## config.mk

```make
export PLATFORM = sky130hd
export DESIGN_NAME = maze_player_ctrl
export DESIGN_NICKNAME = d
export VERILOG_FILES = /design/src/rtl/maze_pkg.sv /design/src/rtl/btn_edge.sv /design/src/rtl/maze_player_ctrl.sv
export SDC_FILE = /design/constraint.sdc
export NUM_CORES = 1
export LEC_CHECK = 0
export CORE_ASPECT_RATIO = 0.8
export CORE_MARGIN = 4
export CORE_UTILIZATION = 30
export DETAILED_ROUTE_END_ITERATION = 16
export HOLD_SLACK_MARGIN = 0.06
export PLACE_DENSITY_LB_ADDON = 0.12
export SLEW_MARGIN = 20
export SYNTH_ARGS = -nofsm -noshare
export SYNTH_HDL_FRONTEND = slang
export SYNTH_SLANG_ARGS = --single-unit
```

## constraint.sdc

```tcl
create_clock -name vga_clk -period 5.5 [get_ports vga_clk]
set_input_delay 0.55 -clock vga_clk [delete_from_list [all_inputs] [get_ports vga_clk]]
set_output_delay 0.55 -clock vga_clk [all_outputs]
set_load 0.03 [all_outputs]
```

## src/rtl/maze_pkg.sv

```systemverilog
// Shared encodings for the maze game: screen states seen by the renderer,
// move directions and the control FSM states.
package maze_pkg;
    localparam logic [1:0] ST_WELCOME = 2'd0;
    localparam logic [1:0] ST_MAP     = 2'd1;
    localparam logic [1:0] ST_WIN     = 2'd2;

    localparam int MAX_NUM  = 19;
    localparam int MAP_BITS = MAX_NUM * MAX_NUM;

    typedef enum logic [1:0] {
        DIR_UP    = 2'd0,
        DIR_DOWN  = 2'd1,
        DIR_LEFT  = 2'd2,
        DIR_RIGHT = 2'd3
    } dir_t;

    typedef enum logic [1:0] {
        FSM_WELCOME = 2'd0,
        FSM_PLAY    = 2'd1,
        FSM_CHECK   = 2'd2,
        FSM_WIN     = 2'd3
    } fsm_t;
endpackage

```

## src/rtl/btn_edge.sv

```systemverilog
// Rising-edge detector: `rise` is high for one cycle after each low-to-high
// transition of the matching `btn` bit, so a held button gives one request.
module btn_edge #(
    parameter int WIDTH = 5
) (
    input  logic             clk,
    input  logic             rst,
    input  logic [WIDTH-1:0] btn,
    output logic [WIDTH-1:0] rise
);
    logic [WIDTH-1:0] btn_q;

    always_ff @(posedge clk or posedge rst) begin
        if (rst) begin
            btn_q <= '0;
        end else begin
            btn_q <= btn;
        end
    end

    assign rise = btn & ~btn_q;
endmodule

```

## src/rtl/maze_player_ctrl.sv

```systemverilog
// Maze game control: screen FSM, player position and wall-checked moves.
// Defining MAZE_STEP_COUNT_EN adds a saturating committed-move counter on `steps`.
module maze_player_ctrl #(
    parameter int START_X = 1,
    parameter int START_Y = 1,
    parameter int MAX_NUM = 19,
    parameter int MIN_NUM = 5
) (
    input  logic                       vga_clk,
    input  logic                       rst_sys,
    input  logic                       btn_up,
    input  logic                       btn_down,
    input  logic                       btn_left,
    input  logic                       btn_right,
    input  logic                       btn_start,
    input  logic [4:0]                 num,
    input  logic [MAX_NUM*MAX_NUM-1:0] map,
    output logic [1:0]                 state,
    output logic [4:0]                 x_index,
    output logic [4:0]                 y_index,
    output logic                       move_reject,
    output logic                       win_pulse
`ifdef MAZE_STEP_COUNT_EN
    ,
    output logic [9:0]                 steps
`endif
);
    import maze_pkg::*;

    logic [4:0] rise;
    fsm_t       fsm_q;
    logic [4:0] side_q;
    logic [4:0] tx_q;
    logic [4:0] ty_q;
    dir_t       dir;
    logic       dir_req;
    logic [4:0] tgt_x;
    logic [4:0] tgt_y;
    logic       tgt_ok;
    logic [8:0] idx;
    logic       road;
    logic       at_goal;
    logic       start_ok;

    // Bit order: {start, right, left, down, up}
    btn_edge #(.WIDTH(5)) u_btn_edge (
        .clk  (vga_clk),
        .rst  (rst_sys),
        .btn  ({btn_start, btn_right, btn_left, btn_down, btn_up}),
        .rise (rise)
    );

    // Pick one direction (up > down > left > right) and bound-check its target.
    always_comb begin
        dir_req = |rise[3:0];
        dir     = DIR_RIGHT;
        if (rise[0]) begin
            dir = DIR_UP;
        end else if (rise[1]) begin
            dir = DIR_DOWN;
        end else if (rise[2]) begin
            dir = DIR_LEFT;
        end
        tgt_x  = x_index;
        tgt_y  = y_index;
        tgt_ok = 1'b1;
        case (dir)
            DIR_UP: begin
                tgt_ok = (y_index != 5'd0);
                tgt_y  = y_index - 5'd1;
            end
            DIR_DOWN: begin
                tgt_ok = ((y_index + 5'd1) < side_q);
                tgt_y  = y_index + 5'd1;
            end
            DIR_LEFT: begin
                tgt_ok = (x_index != 5'd0);
                tgt_x  = x_index - 5'd1;
            end
            DIR_RIGHT: begin
                tgt_ok = ((x_index + 5'd1) < side_q);
                tgt_x  = x_index + 5'd1;
            end
            default: ;
        endcase
    end

    assign idx      = {4'd0, ty_q} * {4'd0, side_q} + {4'd0, tx_q};
    assign road     = map[idx];
    assign at_goal  = (tx_q == side_q - 5'd2) && (ty_q == side_q - 5'd2);
    assign start_ok = rise[4] && (num >= 5'(MIN_NUM)) && (num <= 5'(MAX_NUM));

    always_ff @(posedge vga_clk or posedge rst_sys) begin
        if (rst_sys) begin
            fsm_q       <= FSM_WELCOME;
            state       <= ST_WELCOME;
            x_index     <= 5'(START_X);
            y_index     <= 5'(START_Y);
            side_q      <= 5'd0;
            tx_q        <= 5'd0;
            ty_q        <= 5'd0;
            move_reject <= 1'b0;
            win_pulse   <= 1'b0;
`ifdef MAZE_STEP_COUNT_EN
            steps       <= 10'd0;
`endif
        end else begin
            move_reject <= 1'b0;
            win_pulse   <= 1'b0;
            case (fsm_q)
                FSM_WELCOME: begin
                    if (start_ok) begin
                        side_q  <= num;
                        x_index <= 5'(START_X);
                        y_index <= 5'(START_Y);
                        fsm_q   <= FSM_PLAY;
                        state   <= ST_MAP;
`ifdef MAZE_STEP_COUNT_EN
                        steps   <= 10'd0;
`endif
                    end
                end
                FSM_PLAY: begin
                    if (dir_req) begin
                        if (tgt_ok) begin
                            tx_q  <= tgt_x;
                            ty_q  <= tgt_y;
                            fsm_q <= FSM_CHECK;
                        end else begin
                            move_reject <= 1'b1;
                        end
                    end
                end
                // Edges arriving here are dropped; the map is only sampled now.
                FSM_CHECK: begin
                    if (road) begin
                        x_index <= tx_q;
                        y_index <= ty_q;
`ifdef MAZE_STEP_COUNT_EN
                        if (steps != 10'd1023) begin
                            steps <= steps + 10'd1;
                        end
`endif
                        if (at_goal) begin
                            fsm_q     <= FSM_WIN;
                            state     <= ST_WIN;
                            win_pulse <= 1'b1;
                        end else begin
                            fsm_q <= FSM_PLAY;
                        end
                    end else begin
                        move_reject <= 1'b1;
                        fsm_q       <= FSM_PLAY;
                    end
                end
                FSM_WIN: begin
                    if (rise[4]) begin
                        fsm_q   <= FSM_WELCOME;
                        state   <= ST_WELCOME;
                        x_index <= 5'(START_X);
                        y_index <= 5'(START_Y);
                    end
                end
                default: begin
                    fsm_q <= FSM_WELCOME;
                    state <= ST_WELCOME;
                end
            endcase
        end
    end
endmodule

```

==> results of run 1 <==
-- metal layers --
layer / wire, um / track usage (%) / vias up
li1: - / - / 3332
met1: 13800 / 33.2 / 3543
met2: 14900 / 41.2 / 302
met3: 2760 / 6.18 / 32
met4: 505 / 4.30 / 4
met5: 25 / 0 / -
-- synthesized netlist by cell type (13+ instances only) --
| library cell | n | share of area (%) |
|---|---|---|
| mux2i_1 | 63 | 9.4 |
| a221oi_1 | 23 | 3.0 |
| dfrtp_1 | 34 | 13 |
| mux2_2 | 18 | 3.0 |
| mux4_1 | 15 | 5.9 |
| a21oi_1 | 22 | 1.6 |
| o21ai_0 | 17 | 1.3 |
| and2_1 | 19 | 1.8 |
| inv_1 | 37 | 2.1 |
| nand2_1 | 40 | 2.2 |
| mux4_2 | 46 | 15 |
| nor2_1 | 25 | 1.4 |
| clkbuf_1 | 22 | 1.2 |
| nand3_1 | 17 | 1.3 |
| ha_1 | 38 | 7.1 |
| fa_1 | 13 | 3.9 |
-- power by group --
group / internal (mW) / switching [mW] / leakage, nW
combinational: 3.48 / 4.61 / 3.90
sequential: 0.348 / 0.170 / 0.460
clock: 0.213 / 0.113 / 0.0798
-- how the worst max path moves through the flow --
stage,to,slack [ps],startpoint
floorplan,x_index[2]$_DFFE_PP0P_,760,side_q[1]$_DFFE_PP0P_
detailed placement,y_index[2]$_DFFE_PP0P_,150,side_q[0]$_DFFE_PP0P_
finish,fsm_q[1]$_DFFE_PP0P_,300,side_q[0]$_DFFE_PP0P_
global placement,x_index[2]$_DFFE_PP0P_,360,side_q[0]$_DFFE_PP0P_
CTS,y_index[2]$_DFFE_PP0P_,140,side_q[0]$_DFFE_PP0P_
global route,fsm_q[1]$_DFFE_PP0P_,40,side_q[0]$_DFFE_PP0P_
-- registers in the layout (all words and copies together) (netlist names) --
name and flops:
side_q 5, u_btn_edge.btn_q 5, tx_q 5, y_index 5, state 2, win_pulse 1
fsm_q 2, move_reject 1, x_index 5, ty_q 5
-- kinds of logic (layout without fill, tap and decap cells) --
logic type / count (synthesis) / in the layout / synth area share, %
xor+xnor: 22 / 22 / 3.07
simple gates: 170 / 170 / 13.6
fa+ha+maj: 51 / 51 / 10.9
mux: 142 / 142 / 33.7
buf+inv: 88 / 446 / 7.41
flops: 36 / 36 / 13.4
compound gates: 155 / 155 / 17.9
-- stage by stage --
stage	hold WS, ps	total power, mW
after floorplan	551	6.45
after global placement	519	8.46
after detailed placement	516	8.48
after CTS	542	8.84
after global routing	571	9.59
final	532	8.94
-- what timing repair did --
item,CTS,global route
gates resized for setup,0,2
buffers inserted,0,0
endpoints found under the setup margin,0,15
-- area by class of cell --
class | instances | area [sq um]
fillers | 2038 | 10800
multi-input cells | 540 | 5380
repair buffers | 401 | 3990
flip-flops and latches | 36 | 903
well taps | 300 | 375
inverters | 37 | 139
clock buffers | 5 | 125
clock inverters | 3 | 42.5
-- worst max-delay path: stages (launching register included) --
cell     delay, ps
dfrtp_1        490
and2_1         210
fa_1           510
inv_1           60
fa_1           480
fa_1           490
inv_1           40
ha_1           400
and2_1         240
a21o_1         240
nor2_1         400
nor4_1         130
or4_4          570
a211o_1        510
nand4_1        220
a22oi_1         80
==> impl_metrics.toml, run 1 <==
[logic_synthesis]
synth_seq_area_share_pct = 13.4
syn_area_per_cell_sq_um = 10.1
synth-edff-count = 0
synthesis.yosys.warnings = 0
netlist_area_sq_um = 6720
syn_nets = 1088
synthCells = 664
synth-seq-cells = 36
synthFlopType = "dfrtp_1"
synthDistinctLibCells = 76
ys_async_sr_fraction_pct = 100

[die]
std_cell_rows = 48
start_util_pct = 30.8
die_height_um = 142
die_w_um = 175
die-area_sq_um = 24900
boundaryPins = 387
coreArea_sq_um = 21800

[worst_setup_path]
worst_setup_path_end_kind = "flip-flop"
crit_type = "flip-flop to flip-flop"
r2r_end = "fsm_q[1]$_DFFE_PP0P_"
reg2reg_from = "side_q[0]$_DFFE_PP0P_"
rrSetupSlack_ps = 300
cp-start-kind = "flip-flop"
cp.required_ps = 5660
cp.arrival_ps = 5360
crit_fanout = 12
rr_worst_depth = 15

[finish]
area_growth_pct = 62.9
finalNetCount = 1445
layout_common_cells = "clkdlybuf4s50_1, mux2i_1, mux4_2"
finalInstanceArea_sq_um = 11000
antenna_cells = 0
drive_gt1_share_pct = 10.9
instances_no_fill = 1322
final_core_util_pct = 50.2
final_common_cell = "clkdlybuf4s50_1"

[detailed_routing]
vias = 7213
drcViolationCount = 0
dr.first_iter.drc_count = 431
antenna_left = 0
wl_per_cell_um = 24.2
drt-total-wl_um = 32000
via_per_inst = 5.46
drtPass1Iterations = 5

[timing]
final_max_slew_viol_count = 0
finalSetupViolations = 0
grt_setup_unrepaired = "false"
clock_skew_ps = 8.51
final_hold_viol_count = 0
fin_ws_ps = 300
worstMarginPinSlew_ps = 807
fmax_mhz = 192
fin_setup_tns_ps = 0
maxSlewHeadroom_pct = 45.9
timing.final.crit_share_pct = 94.6
timing.final.crit_period_ps = 5200

[outcome]
status = "complete, no violations"

[min_path]
hp-start = "state[1]$_DFFE_PP0P_"
holdPathStages = 2
hp-class = "flip-flop to flip-flop"
hold_path_end = "state[1]$_DFFE_PP0P_"

[place]
dpl_cell_area_sq_um = 10800
dp_cells = 1314
port-buffer-count = 386
place_congestion = 0.903
pre_cts_slack_ps = 153
dp_hpwl_um = 27300

[clock_tree]
cts-htree-levels = 2
cts_tree = "done"
cts_buffers = 5
cts.sinks = 36
clk_latency_ps = 280
clk_pin_slew_ps = 60
hold_buffers = 0
root_buffer = "clkbuf_16"
cts_max_path_buffers = 2

[global_route]
gr-total-overflow = 0
grt_pass1_wl_um = 47100
antenna_found_initial = 2
grt_usage_pct = 24.8
grt_pass1_vias = 7425
grt_max_degree = 38

[power_and_ir_drop]
p_per_area_nw_per_um2 = 816
p_leak_nw = 4.44
peakVddDrop_v = 0.000663

[flow_run]
cap_violations = 0
No activity file was read; power rests on OpenSTA's default activity.
==> run 2: changes to the inputs <==
--- a/config.mk
+++ b/config.mk
@@ -5,12 +5,14 @@
 export SDC_FILE = /design/constraint.sdc
 export NUM_CORES = 1
 export LEC_CHECK = 0
-export CORE_ASPECT_RATIO = 0.8
+export ABC_AREA = 1
+export CORE_ASPECT_RATIO = 0.7
 export CORE_MARGIN = 4
 export CORE_UTILIZATION = 30
 export DETAILED_ROUTE_END_ITERATION = 16
 export HOLD_SLACK_MARGIN = 0.06
 export PLACE_DENSITY_LB_ADDON = 0.12
+export SKIP_CTS_REPAIR_TIMING = 1
 export SLEW_MARGIN = 20
 export SYNTH_ARGS = -nofsm -noshare
 export SYNTH_HDL_FRONTEND = slang
==> impl_metrics.toml, run 2 <==
[min_path]
hp-class = "flip-flop to flip-flop"

[place]
dp_cells = 1961
dp_hpwl_um = 28900
dpl_cell_area_sq_um = 11200
place_congestion = 0.909
pre_cts_slack_ps = 920
port-buffer-count = 386

[clock_tree]
cts.sinks = 36
cts_max_path_buffers = 2
cts_tree = "done"
cts-htree-levels = 2
clk_latency_ps = 290
clk_pin_slew_ps = 60
root_buffer = "clkbuf_16"
cts_buffers = 5

[power_and_ir_drop]
peakVddDrop_v = 0.000592
p_leak_nw = 5.48
finalPower_mw = 8.73
p_per_area_nw_per_um2 = 769

[worst_setup_path]
cp.arrival_ps = 4770
crit_type = "flip-flop to flip-flop"
worst_setup_path_end_kind = "flip-flop"
cp.required_ps = 5660
crit_fanout = 20
cp-start-kind = "flip-flop"

[detailed_routing]
wl_met3_um = 2780
m1WireLength_um = 16700
vias = 9583
drcViolationCount = 0
route.met2.wl_um = 16000
drt-total-wl_um = 36100
dr.first_iter.drc_count = 649
via_per_inst = 4.86
top_layer_used = "met4"
antenna_left = 0
drtPass1Iterations = 5
wl_per_cell_um = 18.3

[finish]
final_common_cell = "nand2_1"
area_growth_pct = 56.2
finalNetCount = 2075
finalInstanceArea_sq_um = 11300
instances_no_fill = 1972
final_core_util_pct = 47.8
drive_gt1_share_pct = 3.75
layout_common_cells = "nand2_1, clkdlybuf4s50_1, nand3_1"

[timing]
fmax_mhz = 217
grt_setup_unrepaired = "false"
timing.final.crit_share_pct = 83.9
hold_ws_ps = 529
fin_setup_tns_ps = 0
maxSlewHeadroom_pct = 36.9
fin_ws_ps = 886
clock_skew_ps = 4.81
final_hold_viol_count = 0
timing.final.crit_period_ps = 4610
worstMarginPinSlew_ps = 944
finalSetupViolations = 0
final_max_slew_viol_count = 0

[logic_synthesis]
synth_seq_area_share_pct = 12.4
syn_area_per_cell_sq_um = 5.49
ys_top_cells_by_count = "nand2_1, nand3_1, inv_1"
syn_nets = 1748
ys_async_sr_fraction_pct = 100
synth-seq-cells = 36
synth.most_common_cell = "nand2_1"
yosysTopAreaCell = "nand2_1"
synthDistinctLibCells = 40
synth_top_area_share_pct = 24.2
synthesis.yosys.warnings = 0
synthCells = 1324
synthFlopType = "dfrtp_1"
netlist_area_sq_um = 7270
synth-edff-count = 0
synthTopCellsByArea = "nand2_1, nand3_1, dfrtp_1"

[die]
std_cell_rows = 47
coreArea_sq_um = 23800
boundaryPins = 387
start_util_pct = 30.6
die-area_sq_um = 26800
die_w_um = 194
die_height_um = 138

[global_route]
grt_pass1_vias = 9302
grt_usage_pct = 25.5
gr-total-overflow = 0
grt_max_degree = 67
antenna_found_initial = 2
grt_pass1_wl_um = 54700

[outcome]
status = "complete, no violations"

[flow_run]
cap_violations = 0
run 2: changes by cell type after synthesis, moves of 16 or more:
cell      change
mux2_2       -18
buf_2        +16
nand2_1     +428
mux2i_1      -63
nor2_1       +83
o21ai_1      +26
a221oi_1     -23
mux4_2       -46
inv_1       +129
and2_1       -19
nand3_1     +205
o21ai_0      +27
run 2: area by class of cell:
class                      instances  area [sq um]
tap                              318           398
clock buffer                       8           146
sequential                        36           903
inverter                         171           644
antenna                            2          5.00
fill                            2525         12400
timing repair buffer             400          4000
multi-input combinational       1037          5250
run 2: per-layer routing:
layer	up-vias	global-route usage (%)
met4	0	5.51
met1	4342	36.1
met3	43	5.40
met5	-	0
met2	377	40.3
li1	4821	-
run 2: worst paths after layout:
check,endpoint,slack (ps),cells past startpoint,start
worst max-delay path,x_index[1]$_DFFE_PP0P_,890,24,ty_q[4]$_DFFE_PP0P_
worst min-delay path,x_index[0]$_DFFE_PP1P_,530,2,x_index[0]$_DFFE_PP1P_
worst max register to register,x_index[1]$_DFFE_PP0P_,890,24,ty_q[4]$_DFFE_PP0P_
worst min register to register,x_index[0]$_DFFE_PP1P_,530,2,x_index[0]$_DFFE_PP1P_
max in group asynchronous,x_index[0]$_DFFE_PP1P_,4450,3,rst_sys
min in group asynchronous,win_pulse$_DFF_PP0_,680,3,rst_sys
run 2: logic make-up after synthesis:
kind of cell             synth area share (%)
AND/OR/NAND/NOR                          50.0
flip-flops                               12.4
XOR/XNOR                                 2.77
buffers and inverters                    15.6
AO/OA/AOI/OAI                            9.01
adder cells (fa/ha/maj)                  10.1
run 2: where the power goes:
part	switching (mW)	leakage (nW)	internal, mW
clock	0.115	0.0712	0.181
sequential	0.188	0.458	0.370
combinational	5.25	4.96	2.63
run 2: worst max-delay path, cell delays in order, from the launching register on:
cell     delay [ps]
dfrtp_1         470
nand2_1         110
inv_1            60
fa_1            500
inv_1            60
fa_1            490
fa_1            500
inv_1            40
ha_1            370
a21oi_1         210
nand2_1          70
nand2_1         100
nand2_2         140
inv_1           130
nand2_1          80
a21oi_1         130
a21oi_1          80
nand2_1          60
nand2_1          50
nand2_1          80
nand3_2          90
nand2_2          70
nand2_2         330
nand2_2         160
o21ai_2          60
